[config.mk]
export PLATFORM = sky130hd
export DESIGN_NAME = program_loader
export DESIGN_NICKNAME = d
export VERILOG_FILES = /design/src/rtl/program_loader.sv
export SDC_FILE = /design/constraint.sdc
export NUM_CORES = 1
export LEC_CHECK = 0
export BUFFER_PORTS_ARGS = -buffer_cell sky130_fd_sc_hd__buf_4
export CAP_MARGIN = 20
export CORE_ASPECT_RATIO = 1.5
export CORE_MARGIN = 2
export CORE_UTILIZATION = 30
export CTS_CLUSTER_SIZE = 24
export DETAILED_ROUTE_END_ITERATION = 10
export PLACE_DENSITY = 0.48
export SYNTH_ARGS = -nofsm -noshare
export SYNTH_HDL_FRONTEND = slang
export SYNTH_SLANG_ARGS = --single-unit
[constraint.sdc]
create_clock -name clk -period 7.89 [get_ports clk]
set_input_delay 1.578 -clock clk [delete_from_list [all_inputs] [get_ports clk]]
set_output_delay 1.578 -clock clk [all_outputs]
set_load 0.01 [all_outputs]
[src/rtl/program_loader.sv]
// program_loader: parses a framed byte stream (A5, LEN_LO, LEN_HI, LEN halfwords) into instruction-cache writes.
// Define LOADER_CHECKSUM_EN to require a trailing XOR checksum byte before the load completes.
module program_loader #(
    parameter int unsigned MAX_WORDS      = 256,
    parameter int unsigned TIMEOUT_CYCLES = 1000000,
    parameter logic [7:0]  SYNC_BYTE      = 8'hA5
) (
    input  logic        clk,
    input  logic        reset,
    input  logic [7:0]  byte_in,
    input  logic        byte_valid,
    output logic        byte_ready,
    output logic        download_program,
    output logic [31:0] instruction_index,
    output logic [15:0] program_in,
    output logic        busy,
    output logic        done,
    output logic        error
);
    typedef enum logic [2:0] {IDLE, LEN_LO, LEN_HI, DATA_LO, DATA_HI, CHECK, FINISH} state_t;
`ifdef LOADER_CHECKSUM_EN
    localparam state_t AFTER_DATA = CHECK;
`else
    localparam state_t AFTER_DATA = FINISH;
`endif
    localparam logic [16:0] MAXW = 17'(MAX_WORDS);
    state_t      state_q, state_d;
    logic [7:0]  lo_q, lo_d;
    logic [15:0] len_q, len_d, cnt_q, cnt_d, data_q, data_d, idx_q, idx_d;
    logic [31:0] idle_q, idle_d;
    logic        err_q, err_d, done_q, done_d;
    logic        accept, timed, timeout;
    logic [15:0] len_new;
`ifdef LOADER_CHECKSUM_EN
    logic [7:0]  csum_q, csum_d;
`endif
    assign accept  = byte_valid && byte_ready;
    assign timed   = state_q inside {LEN_LO, LEN_HI, DATA_LO, DATA_HI, CHECK};
    assign timeout = timed && !accept && (idle_q == TIMEOUT_CYCLES - 1);
    assign len_new = {byte_in, lo_q};
    always_ff @(posedge clk or posedge reset) begin
        if (reset) begin
            state_q <= IDLE;
            lo_q    <= '0;
            len_q   <= '0;
            cnt_q   <= '0;
            data_q  <= '0;
            idx_q   <= '0;
            idle_q  <= '0;
            err_q   <= 1'b0;
            done_q  <= 1'b0;
`ifdef LOADER_CHECKSUM_EN
            csum_q  <= '0;
`endif
        end else begin
            state_q <= state_d;
            lo_q    <= lo_d;
            len_q   <= len_d;
            cnt_q   <= cnt_d;
            data_q  <= data_d;
            idx_q   <= idx_d;
            idle_q  <= idle_d;
            err_q   <= err_d;
            done_q  <= done_d;
`ifdef LOADER_CHECKSUM_EN
            csum_q  <= csum_d;
`endif
        end
    end
    always_comb begin
        state_d = state_q;
        lo_d    = lo_q;
        len_d   = len_q;
        cnt_d   = cnt_q;
        data_d  = data_q;
        idx_d   = idx_q;
        err_d   = err_q;
        done_d  = state_q == FINISH;
        idle_d  = (accept || !timed) ? '0 : idle_q + 32'd1;
`ifdef LOADER_CHECKSUM_EN
        csum_d  = csum_q;
`endif
        if (timeout) begin
            state_d = IDLE;
            err_d   = 1'b1;
        end else if (state_q == FINISH) begin
            state_d = IDLE;
        end else if (accept) begin
            case (state_q)
                IDLE: begin
                    state_d = (byte_in == SYNC_BYTE) ? LEN_LO : IDLE;
                    err_d   = (byte_in == SYNC_BYTE) ? 1'b0 : err_q;
                end
                LEN_LO: begin
                    lo_d    = byte_in;
                    state_d = LEN_HI;
                end
                LEN_HI: begin
                    if (len_new == 16'd0 || {1'b0, len_new} > MAXW) begin
                        err_d   = 1'b1;
                        state_d = IDLE;
                    end else begin
                        len_d   = len_new;
                        cnt_d   = '0;
                        idx_d   = '0;
                        state_d = DATA_LO;
`ifdef LOADER_CHECKSUM_EN
                        csum_d  = '0;
`endif
                    end
                end
                DATA_LO: begin
                    lo_d    = byte_in;
                    state_d = DATA_HI;
`ifdef LOADER_CHECKSUM_EN
                    csum_d  = csum_q ^ byte_in;
`endif
                end
                DATA_HI: begin
                    data_d  = {byte_in, lo_q};
                    idx_d   = cnt_q;
                    cnt_d   = cnt_q + 16'd1;
                    state_d = (cnt_q + 16'd1 == len_q) ? AFTER_DATA : DATA_LO;
`ifdef LOADER_CHECKSUM_EN
                    csum_d  = csum_q ^ byte_in;
`endif
                end
`ifdef LOADER_CHECKSUM_EN
                CHECK: begin
                    state_d = (byte_in == csum_q) ? FINISH : IDLE;
                    err_d   = err_q | (byte_in != csum_q);
                end
`endif
                default: state_d = state_q;
            endcase
        end
    end
    // Held-CPU window is purely a function of state so reset drops it without a clock edge.
    always_comb begin
        byte_ready       = state_q != FINISH;
        busy             = state_q != IDLE;
        download_program = state_q inside {DATA_LO, DATA_HI, CHECK, FINISH};
    end
    assign instruction_index = {16'd0, idx_q};
    assign program_in        = data_q;
    assign done              = done_q;
    assign error             = err_q;
endmodule
==> tab_implementation.tex <==
\begin{tabular}{lr}
\hline
Metric & Value \\
\hline
\multicolumn{2}{l}{\textbf{Clock tree}} \\
\quad Number of buffers inserted during clock tree synthesis & 9 \\
\quad TritonCTS clock tree & built \\
\quad Maximum count of clock buffers along a single path & 2 \\
\quad Resized Gates After CTS & 0 \\
\quad CTS hold repair buffers & 0 \\
\quad Master cell of the clock root buffer & sky130\_fd\_sc\_hd\_\_clkbuf\_16 \\
\quad Clock latency on the worst-skew pair & about 0.36 ns \\
\quad Clock edge transition at the registers on the reported setup and hold paths & $\sim$0.08 ns \\
\quad Clock sink count & approximately 110 \\
\quad Htree depth & 3 \\
\quad Post-CTS setup-driven buffer insertion count & 0 \\
\multicolumn{2}{l}{\textbf{Timing}} \\
\quad Headroom to the max-slew limit & between 40\% and 50\% \\
\quad Final sum of negative setup slack & 0 ns \\
\quad Final number of max-transition violations & 0 \\
\quad Minimum clock period after layout & approximately 3.2 ns \\
\quad Crit share post-route & between 40\% and 50\% \\
\quad Number of setup violations in the final report & 0 \\
\quad Hold Vio Cnt, Final & 0 \\
\quad RSZ-0062 raised after global routing & false \\
\quad Worst clock skew & $\sim$0.012 ns \\
\quad Highest achievable clock rate & 310 MHz \\
\quad Worst Max-Slew Pin Slew & between 0.8 and 0.9 ns \\
\multicolumn{2}{l}{\textbf{Synthesis}} \\
\quad Yosys synthesis warning count & 0 \\
\quad Share of flip-flops with an asynchronous set or reset & 100\% \\
\quad Count of cell types in the netlist & 56 \\
\quad Top flip-flop cell by instance count after synthesis & sky130\_fd\_sc\_hd\_\_dfrtp\_1 \\
\quad Mapped Avg Cell Area & 9.88 um2 \\
\quad Number of cells produced by synthesis & roughly 550 \\
\quad Sequential element share of the synthesized area & approximately half \\
\quad Post-synthesis register bit count & 109 \\
\quad EDFF count, synth & 0 \\
\quad Mapped cell area & 5420 um2 \\
\multicolumn{2}{l}{\textbf{Setup path}} \\
\quad CP cell instances & buf\_4 > or3b\_2 > nor4\_4 > or3b\_2 > a21oi\_1 > a211o\_1 \\
\quad Number of buffer and inverter stages on the critical path & 1 \\
\quad Required time of the critical path & about 8 ns \\
\quad Signal arrival time at the worst endpoint & 3.46 ns \\
\quad Crit path max-delay family & simple AND/OR/NAND/NOR gates \\
\quad Max FO, Critical Path & 33 \\
\quad CP Launch Type & input pin \\
\quad Setup Crit Path Kind & in2reg \\
\quad Most frequent cell on the critical path & sky130\_fd\_sc\_hd\_\_or3b\_2 \\
\quad Library cell contributing the largest single delay on the critical path & sky130\_fd\_sc\_hd\_\_or3b\_2 \\
\quad Crit end category & flip-flop \\
\quad Max stage delay on crit path & between 0.7 and 0.8 ns \\
\multicolumn{2}{l}{\textbf{Layout}} \\
\quad Area taken by flip-flops and latches & between 2000 and 3000 um2 \\
\quad Filler-free cell count of the finished design & 800 \\
\quad Number of diodes added for antenna fixing & 0 \\
\quad Design Area, Final & 6140 um2 \\
\quad Area overhead of the layout relative to synthesis & 13.4\% \\
\quad Multi-input gate area & 2430 um2 \\
\quad Share of cells above drive strength 1 & between 10\% and 20\% \\
\quad \# fillers & 1768 \\
\quad Net total in the final layout & 591 \\
\multicolumn{2}{l}{\textbf{Die}} \\
\quad Total Die Area & roughly 19000 um2 \\
\quad Std cell rows & 60 \\
\quad Die span in x & 114 um \\
\quad I/O pin count & between 60 and 70 \\
\quad Core Area & 17800 um2 \\
\quad Vertical die dimension & 169 um \\
\quad Effective utilization at floorplan & about 30\% \\
\multicolumn{2}{l}{\textbf{Detailed routing}} \\
\quad Residual antenna-violating net count after detailed routing & 0 \\
\quad Drt initial violations & 356 \\
\quad Length of the first detailed-routing pass in iterations & 4 \\
\quad Number of vias per cell & around 4.9 \\
\quad Wirelength per Cell & 15.6 um \\
\quad Wire length after detailed routing & $\sim$12000 um \\
\quad Remaining design rule violation count & 0 \\
\quad Total vias in the final route & slightly below 4000 \\
\multicolumn{2}{l}{\textbf{Power}} \\
\quad Maximum ir drop on the vdd rail & about 120 uV \\
\quad Leakage & 2.88 nW \\
\quad Final Total Pwr & 0.00133 W \\
\quad Power density over the cells & approximately 220 nW/um2 \\
\multicolumn{2}{l}{\textbf{Global route}} \\
\quad Aggregate global-route resource usage & a little over an eighth \\
\quad GRT overflow & 0 \\
\quad Global-route wire length before repair & between 20000 and 25000 um \\
\quad Vias in the first global route & slightly below 4000 \\
\quad Maximum number of pins on one net before global-route repair & 71 \\
\quad Antenna violations before repair & 0 \\
\multicolumn{2}{l}{\textbf{Placed design}} \\
\quad Area after DPL & just under 6000 um2 \\
\quad Routability congestion estimate from global placement & 0.838 \\
\quad Total half-perimeter wirelength after legalization and detailed placement & between 8000 and 9000 um \\
\quad Number of placed cells counting well taps & a little under 800 \\
\quad Total of buffers placed on input and output ports & 47 \\
\multicolumn{2}{l}{\textbf{Run}} \\
\quad Total of max-cap violations & 0 \\
\multicolumn{2}{l}{\textbf{Status}} \\
\quad Outcome & complete, no violations \\
\multicolumn{2}{l}{\textbf{Hold path}} \\
\quad Class of the tightest hold or removal check & reg2reg \\
\hline
\end{tabular}
[worst reg2reg max path, delay by kind of cell, from the launching register on]
kind,cells,cell delay (ns)
AO/OA/AOI/OAI,2,0.79
flip-flops,1,0.52
AND/OR/NAND/NOR,4,1.28
[cells in the mapped netlist, types with 2 or more instances]
| library cell | number | share of area [%] |
|---|---|---|
| sky130_fd_sc_hd__o31ai_1 | 7 | 0.97 |
| sky130_fd_sc_hd__nor2b_1 | 2 | 0.23 |
| sky130_fd_sc_hd__a22o_1 | 16 | 2.6 |
| sky130_fd_sc_hd__a31oi_1 | 5 | 0.58 |
| sky130_fd_sc_hd__nand2_1 | 86 | 6.0 |
| sky130_fd_sc_hd__xor2_1 | 22 | 3.6 |
| sky130_fd_sc_hd__nand4_2 | 2 | 0.46 |
| sky130_fd_sc_hd__o21ai_1 | 2 | 0.18 |
| sky130_fd_sc_hd__o21ai_0 | 31 | 2.9 |
| sky130_fd_sc_hd__and4_1 | 3 | 0.49 |
| sky130_fd_sc_hd__buf_6 | 3 | 0.62 |
| sky130_fd_sc_hd__nand3_1 | 16 | 1.5 |
| sky130_fd_sc_hd__mux2_2 | 14 | 2.9 |
| sky130_fd_sc_hd__or2_2 | 2 | 0.23 |
| sky130_fd_sc_hd__and2_1 | 14 | 1.6 |
| sky130_fd_sc_hd__buf_4 | 17 | 2.4 |
| sky130_fd_sc_hd__nor3_1 | 13 | 1.2 |
| sky130_fd_sc_hd__o41ai_1 | 2 | 0.32 |
| sky130_fd_sc_hd__and3_2 | 2 | 0.28 |
| sky130_fd_sc_hd__a211o_1 | 2 | 0.32 |
| sky130_fd_sc_hd__a21oi_1 | 13 | 1.2 |
| sky130_fd_sc_hd__nor4_1 | 8 | 0.92 |
| sky130_fd_sc_hd__nor3b_1 | 2 | 0.28 |
| sky130_fd_sc_hd__ha_1 | 2 | 0.46 |
| sky130_fd_sc_hd__xnor2_1 | 22 | 3.6 |
| sky130_fd_sc_hd__clkbuf_1 | 13 | 0.90 |
| sky130_fd_sc_hd__or3_1 | 10 | 1.2 |
| sky130_fd_sc_hd__or4_1 | 4 | 0.55 |
| sky130_fd_sc_hd__nand4_1 | 12 | 1.4 |
| sky130_fd_sc_hd__or3b_2 | 2 | 0.32 |
| sky130_fd_sc_hd__dfrtp_1 | 109 | 50 |
| sky130_fd_sc_hd__buf_2 | 13 | 1.2 |
| sky130_fd_sc_hd__inv_1 | 8 | 0.55 |
| sky130_fd_sc_hd__nor2_1 | 41 | 2.8 |
| sky130_fd_sc_hd__nor4b_1 | 2 | 0.32 |
| sky130_fd_sc_hd__and3_1 | 4 | 0.46 |
| sky130_fd_sc_hd__mux2_4 | 3 | 0.83 |
[routing by layer]
layer / GRT usage, % / vias up / part of all wire, %
li1: - / 1925 / -
met1: 17.6 / 1937 / 44
met2: 22.2 / 64 / 51
met3: 2.08 / 19 / 2.6
met4: 6.26 / 0 / 2.5
met5: 0 / - / 0
[report_power, final]
group	internal [W]	switching (W)	total [W]	leakage, nW
Sequential	0.000610	0.0000541	0.000664	1.51
Clock	0.000236	0.000216	0.000452	0.148
Combinational	0.0000933	0.000121	0.000214	1.22
[cell families (layout without fill, tap and decap cells)]
logic type      Yosys count  count (layout)  share of synthesized area, %
buf+inv                  55              75                          5.73
other cells               1              16                        0.0692
simple gates            232             232                          21.9
compound gates           88              88                          10.6
xor+xnor                 44              44                          7.11
flops                   109             109                          50.4
mux                      17              17                          3.74
fa+ha+maj                 2               2                         0.462
[area by class of cell]
cell class / instances / area share [%]
well taps: 217 / 4.42
inverters: 8 / 0.529
repair buffers: 51 / 6.23
multi-input cells: 399 / 39.6
flip-flops and latches: 109 / 44.4
clock buffers: 11 / 4.11
clock inverters: 5 / 0.692
[sequential cells by signal, indices dropped and copies added, names as in the netlist]
| signal | flops |
|---|---|
| idle_q | 32 |
| cnt_q | 16 |
| idx_q | 16 |
| len_q | 16 |
| program_in | 16 |
| lo_q | 8 |
| state_q | 3 |
| done | 1 |
| error | 1 |
[stage by stage]
step                      utilization (%)  worst slack [ns]  hold WS (ns)
after CTS                            34.5              4.66         0.464
after global routing                 34.5              4.59         0.510
final                                34.5              4.67         0.465
after global placement               32.9              4.33         0.439
after floorplan                         -              3.44         0.424
after detailed placement             32.9              4.27         0.452
[final timing paths]
kind | endpoint | startpoint | cells past startpoint | slack (ns)
hold / removal | idle_q[0] | idle_q[0] | 1 | 0.47
min in group asynchronous | idx_q[12] | reset | 2 | 1.28
max in group asynchronous | program_in[13] | reset | 3 | 5.34
hold reg to reg | idle_q[0] | idle_q[0] | 1 | 0.47
setup / recovery | state_q[1] | byte_valid | 6 | 4.67
setup reg to reg | state_q[0] | cnt_q[2] | 6 | 5.19
[layout by cell type, fill, tap and decap left out, types with 8 or more instances in the layout]
master,instances
sky130_fd_sc_hd__conb_1,16
sky130_fd_sc_hd__xor2_1,22
sky130_fd_sc_hd__o21ai_0,31
sky130_fd_sc_hd__xnor2_1,22
sky130_fd_sc_hd__and2_1,14
sky130_fd_sc_hd__clkbuf_16,9
sky130_fd_sc_hd__nor4_1,8
sky130_fd_sc_hd__nor2_1,41
sky130_fd_sc_hd__a22o_1,16
sky130_fd_sc_hd__nand3_1,16
sky130_fd_sc_hd__nand2_1,86
sky130_fd_sc_hd__nand4_1,12
sky130_fd_sc_hd__dfrtp_1,109
sky130_fd_sc_hd__a21oi_1,13
sky130_fd_sc_hd__or3_1,10
sky130_fd_sc_hd__buf_4,51
sky130_fd_sc_hd__nor3_1,13
sky130_fd_sc_hd__mux2_2,14
No activity file was read; power rests on OpenSTA's default activity.
